==> config.mk <==
export PLATFORM = sky130hd
export DESIGN_NAME = birotr_pipe_flat
export DESIGN_NICKNAME = d
export VERILOG_FILES = /design/src/rtl/birotr_pipe_if.sv /design/src/rtl/birotr_pipe.sv /design/src/flat_wrapper.sv
export SDC_FILE = /design/constraint.sdc
export NUM_CORES = 1
export LEC_CHECK = 0
export ABC_AREA = 1
export ABC_CLOCK_PERIOD_IN_PS = 5200
export CELL_PAD_IN_SITES_DETAIL_PLACEMENT = 1
export CELL_PAD_IN_SITES_GLOBAL_PLACEMENT = 2
export CORE_MARGIN = 2
export CORE_UTILIZATION = 29
export CTS_CLUSTER_SIZE = 12
export DETAILED_ROUTE_END_ITERATION = 7
export GPL_ROUTABILITY_DRIVEN = 1
export MAX_ROUTING_LAYER = met4
export PLACE_DENSITY = 0.84
export SLEW_MARGIN = 40
export SYNTH_ARGS = -nofsm -noshare
export SYNTH_HDL_FRONTEND = slang
export SYNTH_SLANG_ARGS = --single-unit
export TNS_END_PERCENT = 100
==> constraint.sdc <==
create_clock -name clk -period 5.2 [get_ports clk]
set_input_delay 0.52 -clock clk [delete_from_list [all_inputs] [get_ports clk]]
set_output_delay 0.52 -clock clk [all_outputs]
set_load 0.02 [all_outputs]
==> src/rtl/birotr_pipe_if.sv <==
// birotr_pipe_if -- valid/ready bus for the bit-interleaved rotator.
//   Parameter HALF_W : width of each interleaved half (SW = log2(2*HALF_W)).
//   Input side  : din_valid, din_ready, din, shift, dir.
//   Output side : dout_valid, dout_ready, dout.
//   master modport : the producer/consumer around the rotator.
//   slave modport  : the rotator itself.
interface birotr_pipe_if #(
  parameter int HALF_W = 32
) ();
  localparam int SW = $clog2(2 * HALF_W);

  logic                  din_valid;
  logic                  din_ready;
  logic [2*HALF_W-1:0]   din;
  logic [SW-1:0]         shift;
  logic                  dir;
  logic                  dout_valid;
  logic                  dout_ready;
  logic [2*HALF_W-1:0]   dout;

  modport master (
    output din_valid, din, shift, dir, dout_ready,
    input  din_ready, dout_valid, dout
  );

  modport slave (
    input  din_valid, din, shift, dir, dout_ready,
    output din_ready, dout_valid, dout
  );
endinterface

==> src/rtl/birotr_pipe.sv <==
// birotr_pipe -- two-stage pipelined rotator for a bit-interleaved word.
//   din holds a 2*HALF_W-bit logical word split into even bits (low half)
//   and odd bits (high half); dout is that logical word rotated right by
//   r (dir=0: r=shift, dir=1: r=-shift mod 2*HALF_W), re-interleaved.
// Ports:
//   clk      : clock, rising edge
//   rst      : asynchronous active-high reset
//   bus      : birotr_pipe_if.slave (din/dout valid-ready handshakes)
//   op_count : completed output transfers (16-bit, wrapping)
// Optional feature: define BIROTR_PIPE_OPCNT_EN to build the transfer
// counter; otherwise op_count is constant zero.
module birotr_pipe #(
  parameter int HALF_W = 32
) (
  input  logic              clk,
  input  logic              rst,
  birotr_pipe_if.slave      bus,
  output logic [15:0]       op_count
);
  localparam int W  = 2 * HALF_W;
  localparam int SW = $clog2(W);
  localparam int HW = $clog2(HALF_W);

  // Rotation through a doubled word: the amount is always < HALF_W, so a
  // zero amount returns the half unchanged and nothing shifts out to zero.
  function automatic logic [HALF_W-1:0] rotr(input logic [HALF_W-1:0] x,
                                             input logic [HW-1:0]     a);
    logic [2*HALF_W-1:0] dbl;
    dbl = {x, x} >> a;
    return dbl[HALF_W-1:0];
  endfunction

  // Stage 1 state
  logic              s1_valid_q, s1_valid_d;
  logic [SW-1:0]     s1_r_q,     s1_r_d;
  logic              s1_swap_q,  s1_swap_d;
  logic [HALF_W-1:0] s1_lo_q,    s1_lo_d;
  logic [HALF_W-1:0] s1_hi_q,    s1_hi_d;
  // Stage 2 state
  logic              s2_valid_q, s2_valid_d;
  logic [W-1:0]      dout_q,     dout_d;

  logic              s2_can_load;
  logic              s1_load;
  logic              s1_drain;
  logic [SW-1:0]     r_in;
  logic [HW-1:0]     h_lo;
  logic [HW-1:0]     h_hi;

  assign s2_can_load   = !s2_valid_q || bus.dout_ready;
  assign bus.din_ready = !s1_valid_q || s2_can_load;
  assign s1_load       = bus.din_valid && bus.din_ready;
  assign s1_drain      = s1_valid_q && s2_can_load;
  assign bus.dout_valid = s2_valid_q;
  assign bus.dout       = dout_q;

  // Left rotation is the two's-complement right amount, wrapping mod W.
  assign r_in = bus.dir ? ((~bus.shift) + SW'(1)) : bus.shift;

  // An odd r moves odd bits into even positions, so the halves trade
  // places and the (new) high half rotates one extra position.
  assign h_lo = s1_r_q[SW-1:1];
  assign h_hi = h_lo + HW'(s1_swap_q);

  always_comb begin
    s1_valid_d = s1_valid_q;
    s1_r_d     = s1_r_q;
    s1_swap_d  = s1_swap_q;
    s1_lo_d    = s1_lo_q;
    s1_hi_d    = s1_hi_q;
    s2_valid_d = s2_valid_q;
    dout_d     = dout_q;

    if (s1_load) begin
      s1_valid_d = 1'b1;
      s1_r_d     = r_in;
      s1_swap_d  = r_in[0];
      s1_lo_d    = r_in[0] ? bus.din[W-1:HALF_W]  : bus.din[HALF_W-1:0];
      s1_hi_d    = r_in[0] ? bus.din[HALF_W-1:0]  : bus.din[W-1:HALF_W];
    end else if (s1_drain) begin
      s1_valid_d = 1'b0;
    end

    if (s1_drain) begin
      s2_valid_d = 1'b1;
      dout_d     = {rotr(s1_hi_q, h_hi), rotr(s1_lo_q, h_lo)};
    end else if (bus.dout_ready) begin
      s2_valid_d = 1'b0;
    end
  end

  always_ff @(posedge clk or posedge rst) begin
    if (rst) begin
      s1_valid_q <= 1'b0;
      s1_r_q     <= '0;
      s1_swap_q  <= 1'b0;
      s1_lo_q    <= '0;
      s1_hi_q    <= '0;
      s2_valid_q <= 1'b0;
      dout_q     <= '0;
    end else begin
      s1_valid_q <= s1_valid_d;
      s1_r_q     <= s1_r_d;
      s1_swap_q  <= s1_swap_d;
      s1_lo_q    <= s1_lo_d;
      s1_hi_q    <= s1_hi_d;
      s2_valid_q <= s2_valid_d;
      dout_q     <= dout_d;
    end
  end

`ifdef BIROTR_PIPE_OPCNT_EN
  logic [15:0] op_cnt_q, op_cnt_d;

  always_comb begin
    op_cnt_d = op_cnt_q;
    if (s2_valid_q && bus.dout_ready) op_cnt_d = op_cnt_q + 16'd1;
  end

  always_ff @(posedge clk or posedge rst) begin
    if (rst) op_cnt_q <= '0;
    else     op_cnt_q <= op_cnt_d;
  end

  assign op_count = op_cnt_q;
`else
  assign op_count = '0;
`endif

endmodule

==> src/flat_wrapper.sv <==
// flat-port wrapper written by rule: the top's interface ports become plain ports
module birotr_pipe_flat 
#(
  parameter int HALF_W = 32
)
  (clk, rst, op_count, bus_din_valid, bus_din, bus_shift, bus_dir, bus_dout_ready, bus_din_ready, bus_dout_valid, bus_dout);
  birotr_pipe_if #(.HALF_W(HALF_W)) bus_i ();
  input  logic clk;
  input  logic rst;
  output logic [15:0] op_count;
  input wire logic [$bits(bus_i.din_valid)-1:0] bus_din_valid;
  input wire logic [$bits(bus_i.din)-1:0] bus_din;
  input wire logic [$bits(bus_i.shift)-1:0] bus_shift;
  input wire logic [$bits(bus_i.dir)-1:0] bus_dir;
  input wire logic [$bits(bus_i.dout_ready)-1:0] bus_dout_ready;
  output wire logic [$bits(bus_i.din_ready)-1:0] bus_din_ready;
  output wire logic [$bits(bus_i.dout_valid)-1:0] bus_dout_valid;
  output wire logic [$bits(bus_i.dout)-1:0] bus_dout;
  assign bus_i.din_valid = bus_din_valid;
  assign bus_i.din = bus_din;
  assign bus_i.shift = bus_shift;
  assign bus_i.dir = bus_dir;
  assign bus_i.dout_ready = bus_dout_ready;
  assign bus_din_ready = bus_i.din_ready;
  assign bus_dout_valid = bus_i.dout_valid;
  assign bus_dout = bus_i.dout;
  birotr_pipe #(.HALF_W(HALF_W)) u_core (.clk(clk), .rst(rst), .bus(bus_i), .op_count(op_count));
endmodule
# Yosys cells after proc, flatten, opt, wreduce, memory -nomap -nowiden
# Cells that the tools add are included.
# Widths: inputs -> output; s select.
dict set report totals {
  ff_bits 137
  in_bits 75
  out_inout_bits 82
  word_cells 27
}
dict set report op_classes {
  n_addsub 2
  shift 2
  muxes 7
  n_bitwise 1
  reduce_logical 8
}
# cell count
set ops {}
lappend ops {{$shr 64x5->32} 2}
lappend ops {{$mux 32} 2}
lappend ops {{$add 6x1->6 const B} 1}
lappend ops {{$mux 6} 1}
lappend ops {{$not 6->6} 1}
lappend ops {{$add 5x1->5} 1}
lappend ops {{$mux 1} 4}
lappend ops {{$reduce_bool 2->1} 2}
lappend ops {{$logic_and 1x1->1} 2}
lappend ops {{$logic_not 1->1} 2}
lappend ops {{$logic_or 1x1->1} 2}

# Logic depth before layout (Yosys ltp)
# Gate-level depths: netlist of the first run.
dict set report logic_depth {
  depth_word 5
  mapped_depth 12
  depth_no_buf 11
}

# Least setup slack after synthesis of the first run
# No wires, ideal clock.
dict set report synth_path {
  path_kind {register to register}
  from {register u_core.s1_r_q[0] (netlist name)}
  to {register u_core.dout_q[61] (netlist: u_core.bus.dout[61])}
  setup_time_ns 0.117
  arrival_time_ns 1.810
  t_required_ns 5.083
  setup_slack_ns 3.272
  stages_incl_launch_ff 12
  n_path_buf 1
  period_less_slack_ns 1.928
  cell_sequence {dfrtp_1 > ha_1 > ha_1 > inv_1 > clkbuf_1 > nand3_1 > nand3_1 > nand3_1 > nand2_1 > nand2_1 > nand3_1 > nand2_1}
}
# element line
set synth_lines {}
lappend synth_lines {{end signal: assignment} birotr_pipe.sv:108} ;# dout_q <= dout_d;
lappend synth_lines {{end: declaration} birotr_pipe.sv:41} ;# logic [W-1:0] dout_q, dout_d;

# Worst setup path in the final report of the first run
dict set report layout_path {
  from {register u_core.s1_r_q[4]}
  to {register u_core.dout_q[34] (netlist: u_core.bus.dout[34])}
}
dict set report layout_via {
  elab_chain_cells 2
}
# element line
set layout_lines {}
lappend layout_lines {{start: declaration} birotr_pipe.sv:35} ;# logic [SW-1:0] s1_r_q, s1_r_d;
lappend layout_lines {{start signal: assignment} birotr_pipe.sv:103} ;# s1_r_q <= s1_r_d;
lappend layout_lines {{$add 5x1->5} birotr_pipe.sv:63} ;# assign h_hi = h_lo + HW'(s1_swap_q);
lappend layout_lines {{$shr 64x5->32} birotr_pipe.sv:29} ;# dbl = {x, x} >> a;
# No other way between the ends.
# A chain may end at the register's enable or synchronous reset.

==> results of run 1 <==
## through the flow
stage / utilization (%) / setup slack [ns] / cell area (µm²) / cells / power [W]
final: 35.8 / 2.35 / 11600 / 1998 / 0.00615
after global routing: 35.8 / 2.14 / 11600 / 1998 / 0.00662
after CTS: 35.8 / 2.37 / 11600 / 1998 / 0.00617
after detailed placement: 34.0 / 2.29 / 11000 / 1966 / 0.00491
after global placement: 33.9 / 2.08 / 11000 / 1966 / 0.00485
after floorplan: - / 1.04 / 9570 / 1490 / 0.00370
## cell type report
class                   count  area, µm²
clock buffers              17        425
clock inverters            15        160
fillers                  4134      20900
inverters                  19       81.3
multi-input cells        1211       5450
flip-flops and latches    136       3400
well taps                 442        553
repair buffers            158       1530
## sequential cells by signal, summed over array words and instances, names as in the netlist
signal,cells
u_core.s1_r_q,6
u_core.s1_hi_q,32
u_core.s1_valid_q,1
u_core.bus.dout_valid,1
u_core.s1_lo_q,32
u_core.bus.dout,64
## where the power goes
part	switching, W	internal (W)	total [W]
clock network	0.000574	0.000678	0.00125
logic	0.00208	0.00114	0.00322
registers	0.000280	0.00140	0.00168
## layer usage
layer  routed length (µm)  up-vias  track usage, %
li1                     -     5032               -
met1                17800     5044            31.2
met2                16600      270            34.4
met3                 1550       46            2.99
met4                  958        0            7.71
met5                    0        -               -
## critical path, delay by kind of cell, from the launching register on
family / cells / cell delay [ns]
flops: 1 / 0.33
simple gates: 5 / 0.40
xor+xnor: 1 / 0.81
buf+inv: 3 / 1.18
## cell families after synthesis
| kind of cell | synth area share, % |
|---|---|
| xor gates and xnor gates | 0.999 |
| adders and majority gates | 0.526 |
| other | 0.0394 |
| DFF | 35.8 |
| and+or+nand+nor | 50.2 |
| AOI/OAI and AO/OA | 4.68 |
| buffers and inverters | 7.82 |
## worst max-delay path by stage
stage                           startpoint             endpoint  cells past startpoint
after floorplan                        rst   u_core.bus.dout[0]                      1
after global placement    u_core.s1_r_q[2]  u_core.bus.dout[42]                     11
after detailed placement    bus_dout_ready   u_core.s1_hi_q[18]                      8
after CTS                 u_core.s1_r_q[4]  u_core.bus.dout[34]                      9
after global routing      u_core.s1_r_q[4]  u_core.bus.dout[34]                      9
final                     u_core.s1_r_q[4]  u_core.bus.dout[34]                      9
## cell usage after synthesis (all sizes together)
cell type | number | area share, %
dfrtp | 136 | 36
a31oi | 64 | 4.2
nand2 | 593 | 23
o21ai | 6 | 0.32
o31ai | 1 | 0.079
clkbuf | 37 | 1.5
xnor2 | 1 | 0.092
buf | 87 | 5.6
conb | 1 | 0.039
nor2 | 68 | 2.8
inv | 18 | 0.71
o211ai | 1 | 0.079
ha | 4 | 0.53
nand3 | 450 | 24
xor2 | 6 | 0.91
clkinv | 1 | 0.053
nor3 | 1 | 0.053
==> flow_metrics.env, run 1 <==
export IMPL_period_share_pct=54.8
export IMPL_p_per_area_nw_per_um2=530
export IMPL_drive_above_1_share_pct=4.82
export IMPL_cts_tree="yes"
export IMPL_die_h_um=185
export IMPL_cp_end_kind="flip-flop"
export IMPL_hold_worst_slack_ns=0.476
export IMPL_path_max_fanout=36
export IMPL_hold_depth=2
export IMPL_final_common_cell="nand2_1"
export IMPL_ys_warn_count=0
export IMPL_worstMarginPinSlew_ns=0.777
export IMPL_ant_nets=0
export IMPL_cts_htree_levels=4
export IMPL_ios=157
export IMPL_grt_start_max_net_pins=99
export IMPL_worstSetupPathType="reg2reg"
export IMPL_tns_ns=0
export IMPL_ys_ff_latch=136
export IMPL_cts_setup_buffers=0
export IMPL_yosys_cell_types_count=26
export IMPL_startpoint_type="flip-flop"
export IMPL_outcome="finished clean"
export IMPL_rsz0062_at_grt="no"
export IMPL_avgRoutedWirePerCell_um=18.5
export IMPL_first_pass_iters=5
export IMPL_hpwlAfterDp_mm=27.5
export IMPL_initial_core_util_pct=29.3
export IMPL_clock_sinks=136
export IMPL_vdd_ir_drop_max_mv=0.281
export IMPL_cts_buffers_inserted=17
export IMPL_clk_latency_ns=0.45
export IMPL_maxCapViolations=0
export IMPL_drt_iter0_markers=976
export IMPL_port_buffer_count=140
export IMPL_cp_arrival_ns=3.18
export IMPL_area_growth_pct=21.9
export IMPL_worstPathCellList="buf_4 > clkinv_2 > xor2_4 > buf_4 > nand3_1 > nand2_1 > nand2_1 > nand3_1 > nand2_1"
export IMPL_grt_pass1_wl_mm=58.2
export IMPL_hold_buffers=0
export IMPL_cpPeakStageDelay_ns=0.81
export IMPL_regToRegSetupSlack_ns=2.35
export IMPL_clock_fmax_mhz=351
export IMPL_cp_required_ns=5.53
export IMPL_crit_path_top_delay_cell="xor2_4"
export IMPL_fin_crit_ns=2.85
export IMPL_avgSynthCellArea_um2=6.45
export IMPL_gp_congestion=0.935
export IMPL_vias=10400
export IMPL_synth_seq_area_share_pct=35.8
export IMPL_die_x_um=185
export IMPL_nets=1622
export IMPL_holdCritStartpoint="u_core.bus.dout[11]"
export IMPL_grt_usage_pct=22.7
export IMPL_relSlewSlack_pct=48.1
export IMPL_fin_skew_ns=0.0191
export IMPL_vias_per_cell=5.20
export IMPL_clk_path_buf_depth=2
export IMPL_grt_ovfl_total=0
export IMPL_reg2reg_depth=9
export IMPL_leakage_nw=5.42
export IMPL_clk_pin_slew_ns=0.07
export IMPL_netlist_area_um2=9520
export IMPL_drcViolationCount=0
export IMPL_mostFrequentLayoutCells="nand2_1 (589), nand3_1 (449), clkdlybuf4s50_1 (139)"
export IMPL_antenna_cells=0
export IMPL_post_cts_resize_count=0
export IMPL_finalWirelength_mm=36.9
export IMPL_core_area_um2=32500
export IMPL_grt_pass1_vias=10300
export IMPL_timing_rr_end="u_core.bus.dout[34]"
export IMPL_r2r_start="u_core.s1_r_q[4]"
export IMPL_cts_root_buf="clkbuf_16"
export IMPL_hold_end="u_core.bus.dout[11]"
export IMPL_setup_violations=0
export IMPL_hold_violations=0
export IMPL_worstHoldPathType="reg2reg"
export IMPL_finalMaxSlewViolations=0
export IMPL_cp_common_cell="nand2_1"
export IMPL_dieArea_um2=34300
export IMPL_synthCells=1475
export IMPL_antenna_found_initial=0
export IMPL_row_count=66
Power figures use the tool's default switching activity.
==> run 2, diff against run 1 <==
Settings changed: ABC_CLOCK_PERIOD_IN_PS 5200 to 2450, CORE_UTILIZATION 29 to 26, PLACE_DENSITY 0.84 to 0.79.
Clock period 5.2 ns to 2.45 ns, I/O delays scaled along.
==> flow_metrics.env, run 2 (same netlist as run 1, synthesis figures left out) <==
export IMPL_leakage_nw=5.56
export IMPL_crit_family="simple AND/OR/NAND/NOR gates"
export IMPL_area_growth_pct=24.8
export IMPL_cts_setup_buffers=0
export IMPL_nets=1641
export IMPL_die_h_um=195
export IMPL_clk_latency_ns=0.45
export IMPL_hold_end="u_core.s1_hi_q[31]"
export IMPL_grt_pass1_vias=10600
export IMPL_finalPower_w=0.0132
export IMPL_placedCellCount=2011
export IMPL_avgRoutedWirePerCell_um=18.4
export IMPL_grt_usage_pct=20.9
export IMPL_die_x_um=195
export IMPL_rsz0062_at_grt="no"
export IMPL_ios=157
export IMPL_final_setup_worst_slack_ns=0.219
export IMPL_cts_tree="yes"
export IMPL_stdcell_count=2043
export IMPL_drt_iter0_markers=821
export IMPL_cts_root_buf="clkbuf_16"
export IMPL_initial_core_util_pct=26.2
export IMPL_place_ws_ns=0.217
export IMPL_p_per_area_nw_per_um2=1110
export IMPL_hold_violations=0
export IMPL_reg2reg_depth=11
export IMPL_holdCritStartpoint="bus_shift[0]"
export IMPL_hold_buffers=0
export IMPL_clk_path_buf_depth=2
export IMPL_clk_pin_slew_ns=0.08
export IMPL_cpPeakStageDelay_ns=0.44
export IMPL_regToRegSetupSlack_ns=0.22
export IMPL_largest_reg_flops=64
export IMPL_fill_cells=4580
export IMPL_finalMaxSlewViolations=0
export IMPL_drcViolationCount=0
export IMPL_startpoint_type="flip-flop"
export IMPL_cts_buffers_inserted=17
export IMPL_core_area_um2=36300
export IMPL_finalWirelength_mm=37.6
export IMPL_fin_skew_ns=0.0190
export IMPL_setup_violations=0
export IMPL_worstMarginPinSlew_ns=0.719
export IMPL_mostFrequentLayoutCells="nand2_1 (589), nand3_1 (449), clkdlybuf4s50_1 (139)"
export IMPL_worstPathCellList="ha_1 > ha_1 > nor2_4 > inv_2 > nand2_2 > nand3_1 > nand3_1 > nand2_1 > nand2_1 > nand3_1 > nand2_1"
export IMPL_ant_nets=0
export IMPL_grt_start_max_net_pins=66
export IMPL_dieArea_um2=38100
export IMPL_maxCapViolations=0
export IMPL_vias=10500
export IMPL_relSlewSlack_pct=52.1
export IMPL_cts_htree_levels=4
export IMPL_first_pass_iters=5
export IMPL_crit_buf_inv=1
export IMPL_vias_per_cell=5.12
export IMPL_outcome="finished clean"
export IMPL_drive_above_1_share_pct=5.65
export IMPL_fin_crit_ns=2.23
export IMPL_cp_required_ns=2.84
export IMPL_gp_congestion=0.893
export IMPL_hpwlAfterDp_mm=29.1
export IMPL_antenna_cells=0
export IMPL_post_cts_resize_count=0
export IMPL_hold_depth=3
export IMPL_clock_fmax_mhz=448
export IMPL_tns_ns=0
export IMPL_path_max_fanout=32
export IMPL_worstHoldPathType="in2reg"
export IMPL_grt_ovfl_total=0
export IMPL_period_share_pct=91.1
export IMPL_vdd_ir_drop_max_mv=0.564
export IMPL_r2r_start="u_core.s1_r_q[0]"
export IMPL_antenna_found_initial=0
export IMPL_row_count=70
export IMPL_final_common_cell="nand2_1"
export IMPL_cp_end_kind="flip-flop"
export IMPL_grt_pass1_wl_mm=60.0
export IMPL_port_buffer_count=140
export IMPL_timing_rr_end="u_core.bus.dout[46]"
export IMPL_worstSetupPathType="reg2reg"
export IMPL_clock_sinks=136
export IMPL_cp_arrival_ns=2.62
export IMPL_crit_path_top_delay_cell="nand2_2"
-- run 2: cell count changes in the layout (fill, tap and decap cells not counted), moves of 2 or more --
cell,before,now
inv_1,5,10
clkinv_8,1,4
xor2_4,3,1
buf_12,0,9
inv_2,11,6
xor2_2,0,2
buf_4,18,28
-- run 2: layout make-up --
cell class	instances	area (µm²)	area share (%)
Clock buffer	17	425	3.58
Clock inverter	15	173	1.45
Inverter	19	77.6	0.653
Multi-Input combinational cell	1211	5430	45.7
Sequential cell	136	3400	28.7
Tap cell	468	586	4.93
Timing Repair Buffer	177	1790	15.0
-- run 2: worst max-delay path by stage --
stage                          endpoint        startpoint  cells past startpoint
finish              u_core.bus.dout[46]  u_core.s1_r_q[0]                     11
CTS                 u_core.bus.dout[41]  u_core.s1_r_q[0]                     11
floorplan            u_core.bus.dout[0]               rst                      1
global route        u_core.bus.dout[38]  u_core.s1_r_q[1]                     11
detailed placement  u_core.bus.dout[41]  u_core.s1_r_q[0]                     11
global placement    u_core.bus.dout[41]  u_core.s1_r_q[0]                     11
-- run 2: worst min-delay path, delay by kind of cell --
kind / cells / cell delay [ns]
AOI/OAI and AO/OA: 1 / 0.08
buffers and inverters: 1 / 0.18
and+or+nand+nor: 1 / 0.08
-- run 2: where the power goes --
part           switching (W)  internal (W)  total [W]  leakage (nW)
registers           0.000601       0.00296    0.00356          1.58
clock network        0.00127       0.00137    0.00264         0.289
logic                0.00442       0.00254    0.00696          3.68
total                0.00629       0.00688     0.0132          5.56
-- run 2: through the flow --
| step | utilization, % | instance area [µm²] | hold slack (ns) |
|---|---|---|---|
| 6_report | 32.7 | 11900 | 0.166 |
| 5_1_grt | 32.7 | 11900 | 0.154 |
| 3_5_place_dp | 31.0 | 11300 | 0.465 |
| 4_1_cts | 32.7 | 11900 | 0.142 |
| 2_1_floorplan | - | 9580 | 0.400 |
| 3_3_place_gp | 31.0 | 11300 | 0.463 |
-- run 2: per-layer routing --
| layer | vias up | routed length (µm) | track usage (%) |
|---|---|---|---|
| met1 | 5088 | 17600 | 27.3 |
| met4 | 0 | 1090 | 7.41 |
| met5 | - | 0 | - |
| met3 | 50 | 1150 | 2.59 |
| met2 | 235 | 17800 | 33.5 |
| li1 | 5077 | - | - |
==> edit 1: new RTL, settings of run 1 <==
`dout_q` no longer has a reset.
--- a/src/rtl/birotr_pipe.sv
+++ b/src/rtl/birotr_pipe.sv
@@ -98,5 +98,4 @@
       s1_hi_q    <= '0;
       s2_valid_q <= 1'b0;
-      dout_q     <= '0;
     end else begin
       s1_valid_q <= s1_valid_d;
@@ -106,6 +105,9 @@
       s1_hi_q    <= s1_hi_d;
       s2_valid_q <= s2_valid_d;
-      dout_q     <= dout_d;
     end
+  end
+
+  always_ff @(posedge clk) begin
+    dout_q <= dout_d;
   end
 
Behaviour: differs if rst is asserted again (counterexample within 4 cycles, from zero or initial values and one cycle with rst high); with rst held inactive, the same outputs for 4 cycles.
==> edit 1 against run 1 <==
Wire length fell by 8.0%. Sequential cell count did not move. Die area fell by 4.2%. Sequential power fell by 3%. Setup slack got worse by 69 ps. Area after synthesis fell by 4.3%. Design area fell by 3.2%. Total power fell by 13%. First-iteration DRC count fell by 40%. Largest cell class unchanged. Largest power group unchanged. Highest routed layer unchanged.
==> edit 1: results (changes against run 1) <==
vias 9423 (-9.3%); met3 Track Usage GR 0.02903 (-0.0008596); GRT Overall Usage 0.2187 (-0.008345); post-CTS setup buffer count 0 (unchanged); Hold WC Path Type in -> async; DR WL/cell 19.27 µm (+4.4%); post-cts resize count 0 (unchanged); max FFs per register 64 (unchanged); worst-skew pair later-pin latency around 440 ps; Crit Path Class reg -> reg; grt ovf 0 (unchanged); global routing usage on met2 0.3464 (+0.002090); Async SR Flop Fraction 0.5294 (-0.4706); Layout fillers 3776 (-8.7%); share of cells above drive strength 1 0.05286 (+0.004663); number of global-route vias before repair 9575 (-7.0%); Buffers on Ports 140 (unchanged); CTS buffer count 17 (unchanged); Initial DRT Pass Iterations 5 (unchanged); Post-synth top cells nand3_1 (515), nand2_1 (334), dfrtp_1 (72), nor2_1 (67); Fin. Hold Viols 0 (unchanged); initial antenna violation count 1 (+1); flop2flop setup slack 2280 ps (-70 ps); gpl congestion 0.8835 (-5.5%); H-tree lvl count 4 (unchanged); Clock transition at path regs 70 ps (about the same); number of distinct library cells after synthesis 24 (-7.7%); Ys Warns 0 (unchanged); Clock Path Buffers 2 (unchanged); status finished, final reports clean; met1 Use GR 0.2929 (-0.01901); Initial DRC Count 587 (-40%); Max IR drop VDD 0.2281 mV (-19%); dpl hpwl 25850 µm (-6.0%); Slew headroom 0.5147 (+0.03417); Worst Skew 15.68 ps (-3.404 ps); largest cells by area after synthesis nand3_1 (28%), edfxtp_1 (21%), dfrtp_1 (20%); largest net degree at the start of global routing 69 (-30%); crit path DAT 3120 ps (-60 ps); Post-synth EDFFs 64 (+64); sequential share of the synthesized area 0.4091 (+0.05141); first-pass GRT wire length 54470 µm (-6.3%); clock root buffer clkbuf_16; predominant post-synthesis flop cell dfrtp_1; Max Fanout on Critical Path 34 (-5.6%); Nets 1428 (-12%); Leakage 4.724 nW (-13%)
==> edit 1: metrics by stage <==
| stage | area, µm² | std cells | setup slack [ps] | hold slack [ps] |
|---|---|---|---|---|
| 2_1_floorplan | 9159 | 1287 | 1021 | 447.2 |
| 6_report | 11230 | 1760 | 2283 | 463.6 |
| 3_5_place_dp | 10600 | 1726 | 2207 | 502.5 |
| 4_1_cts | 11220 | 1758 | 2305 | 471.9 |
| 5_1_grt | 11230 | 1759 | 1974 | 509.2 |
| 3_3_place_gp | 10590 | 1726 | 1529 | 482.9 |
==> edit 1: layer usage <==
metal	routed length, µm	vias to the layer above
met5	0	-
met4	785	0
met3	1157	40
met2	15660	204
met1	16320	4604
li1	-	4575
==> edit 1: cells by family (layout without fill, tap and decap cells) <==
family | count (synthesis) | count (layout) | synth area share
AOI/OAI and AO/OA | 73 | 73 | 0.04893
buffers and inverters | 128 | 203 | 0.07216
and+or+nand+nor | 924 | 924 | 0.4557
DFF | 136 | 136 | 0.4091
adders and majority gates | 4 | 4 | 0.005499
xor gates and xnor gates | 6 | 6 | 0.008248
other | 1 | 18 | 0.0004120
==> edit 1: cell type report <==
cell class	count	area (µm²)	area share
multi-input cells	1023	4795	0.4268
flip-flops and latches	136	3725	0.3316
repair buffers	153	1510	0.1344
well taps	396	495.5	0.04411
clock buffers	17	425.4	0.03787
clock inverters	15	202.7	0.01804
inverters	18	75.07	0.006683
diodes	2	5.005	0.0004455
==> edit 1: path summary, 6_finish.rpt <==
path	cells past startpoint	from	to
worst max-delay path	9	u_core.s1_r_q[1]	u_core.bus.dout[60]
worst min-delay path	2	rst	u_core.s1_lo_q[11]
worst max register to register	9	u_core.s1_r_q[1]	u_core.bus.dout[60]
worst min register to register	2	u_core.s1_r_q[0]	u_core.s1_r_q[0]
max in group asynchronous	3	rst	u_core.s1_lo_q[4]
min in group clk	2	u_core.s1_r_q[0]	u_core.s1_r_q[0]
==> edit 1: critical path, cell delays in order (launching register included) <==
cell and delay (ps):
dfrtp_1 330, buf_4 320, ha_2 290, ha_2 470
inv_2 500, nand3_1 280, nand3_1 170, nand3_1 120
nand3_1 110, nand2_1 70
==> edit 1: power by group <==
| part | total (mW) | internal, mW | switching (mW) |
|---|---|---|---|
| clock | 1.30 | 0.700 | 0.602 |
| combinational | 2.40 | 0.825 | 1.58 |
| sequential | 1.63 | 1.44 | 0.198 |
==> edit 2: new RTL, settings of run 1 <==
Without the edit above. `HALF_W` is set to 32 in 3 places; all go to 16.
--- a/src/rtl/birotr_pipe_if.sv
+++ b/src/rtl/birotr_pipe_if.sv
@@ -6,5 +6,5 @@
 //   slave modport  : the rotator itself.
 interface birotr_pipe_if #(
-  parameter int HALF_W = 32
+  parameter int HALF_W = 16
 ) ();
   localparam int SW = $clog2(2 * HALF_W);
--- a/src/rtl/birotr_pipe.sv
+++ b/src/rtl/birotr_pipe.sv
@@ -11,5 +11,5 @@
 // counter; otherwise op_count is constant zero.
 module birotr_pipe #(
-  parameter int HALF_W = 32
+  parameter int HALF_W = 16
 ) (
   input  logic              clk,
--- a/src/flat_wrapper.sv
+++ b/src/flat_wrapper.sv
@@ -2,5 +2,5 @@
 module birotr_pipe_flat 
 #(
-  parameter int HALF_W = 32
+  parameter int HALF_W = 16
 )
   (clk, rst, op_count, bus_din_valid, bus_din, bus_shift, bus_dir, bus_dout_ready, bus_din_ready, bus_dout_valid, bus_dout);
Interface: changed (resized bus_din, bus_dout and bus_shift); port bits go from 157 to 92. The function was not compared with the original's and may differ.
==> edit 2 against run 1 <==
Setup slack gained 190 ps. Die area shrank 50%. Sequential share of layout area grew 2.0 points. Sequential cell count shrank 65. Design area shrank 51%. Hold slack lost 12 ps. Wire length shrank 61%. Area after synthesis shrank 51%. Combinational power shrank 59%. Maximum frequency grew 7.3%. Sequential power shrank 47%. Total power shrank 55%. Highest routed layer unchanged.
==> edit 2: results (changes against run 1) <==
status finished, final reports clean; Leakage 2.574 nW (-53%); Worst Skew 5.518 ps (-13.57 ps); Slew headroom 0.4586 (-0.02197); first-pass GRT wire length 23920 µm (-59%); flop2flop setup slack 2550 ps (+190 ps); largest net degree at the start of global routing 67 (-32%); P_int 1.565 mW (-51%); share of cells above drive strength 1 0.04342 (-0.004783); crit path DAT 2870 ps (-310 ps); GRT Overall Usage 0.1826 (-0.04442); Max Fanout on Critical Path 18 (-50%); sequential share of the synthesized area 0.3801 (+0.02243); Reg-to-Reg Start u_core.s1_r_q[1]; Nets 756 (-53%); vias 4672 (-55%); switching pwr 1.186 mW (-60%); sequential cell power 0.884 mW (-47%); Non-Filler Instances 930 (-53%); gpl congestion 0.8556 (-8.5%); met1 Use GR 0.2705 (-0.04146); worst slack, placed 2572 ps (+281.2 ps); Clock transition at path regs 50 ps (-20 ps); Max IR drop VDD 0.1840 mV (-34%); Layout fillers 1950 (-53%); XOR/XNOR Fraction of Synth Area 0.01740 (+0.007405); met3 Track Usage GR 0.02809 (-0.001791)
==> edit 2: cell types whose count changed after synthesis, moves of 8 or more <==
| cell | delta |
|---|---|
| clkbuf_1 | -24 |
| buf_2 | -30 |
| dfrtp_1 | -65 |
| a31oi_1 | -32 |
| nand2_1 | -383 |
| nor2_1 | -34 |
| buf_1 | -8 |
| nand3_1 | -224 |
==> edit 2: area by class of cell <==
cell class                      count  area [µm²]  share of cell area
Clock inverter                      1       5.005           0.0008834
Tap cell                          216       270.3             0.04770
Clock buffer                       14       254.0             0.04483
Sequential cell                    71        1777              0.3136
Inverter                           16       67.56             0.01193
Timing Repair Buffer               77       760.7              0.1343
Multi-Input combinational cell    535        2531              0.4468
==> edit 2: worst max-delay path, cell delays in order, from the launching register on <==
cell	delay [ps]
dfrtp_1	690
ha_1	350
ha_1	430
inv_1	410
nand3_1	220
nand3_1	140
nand3_1	100
nand3_1	120
nand2_1	70
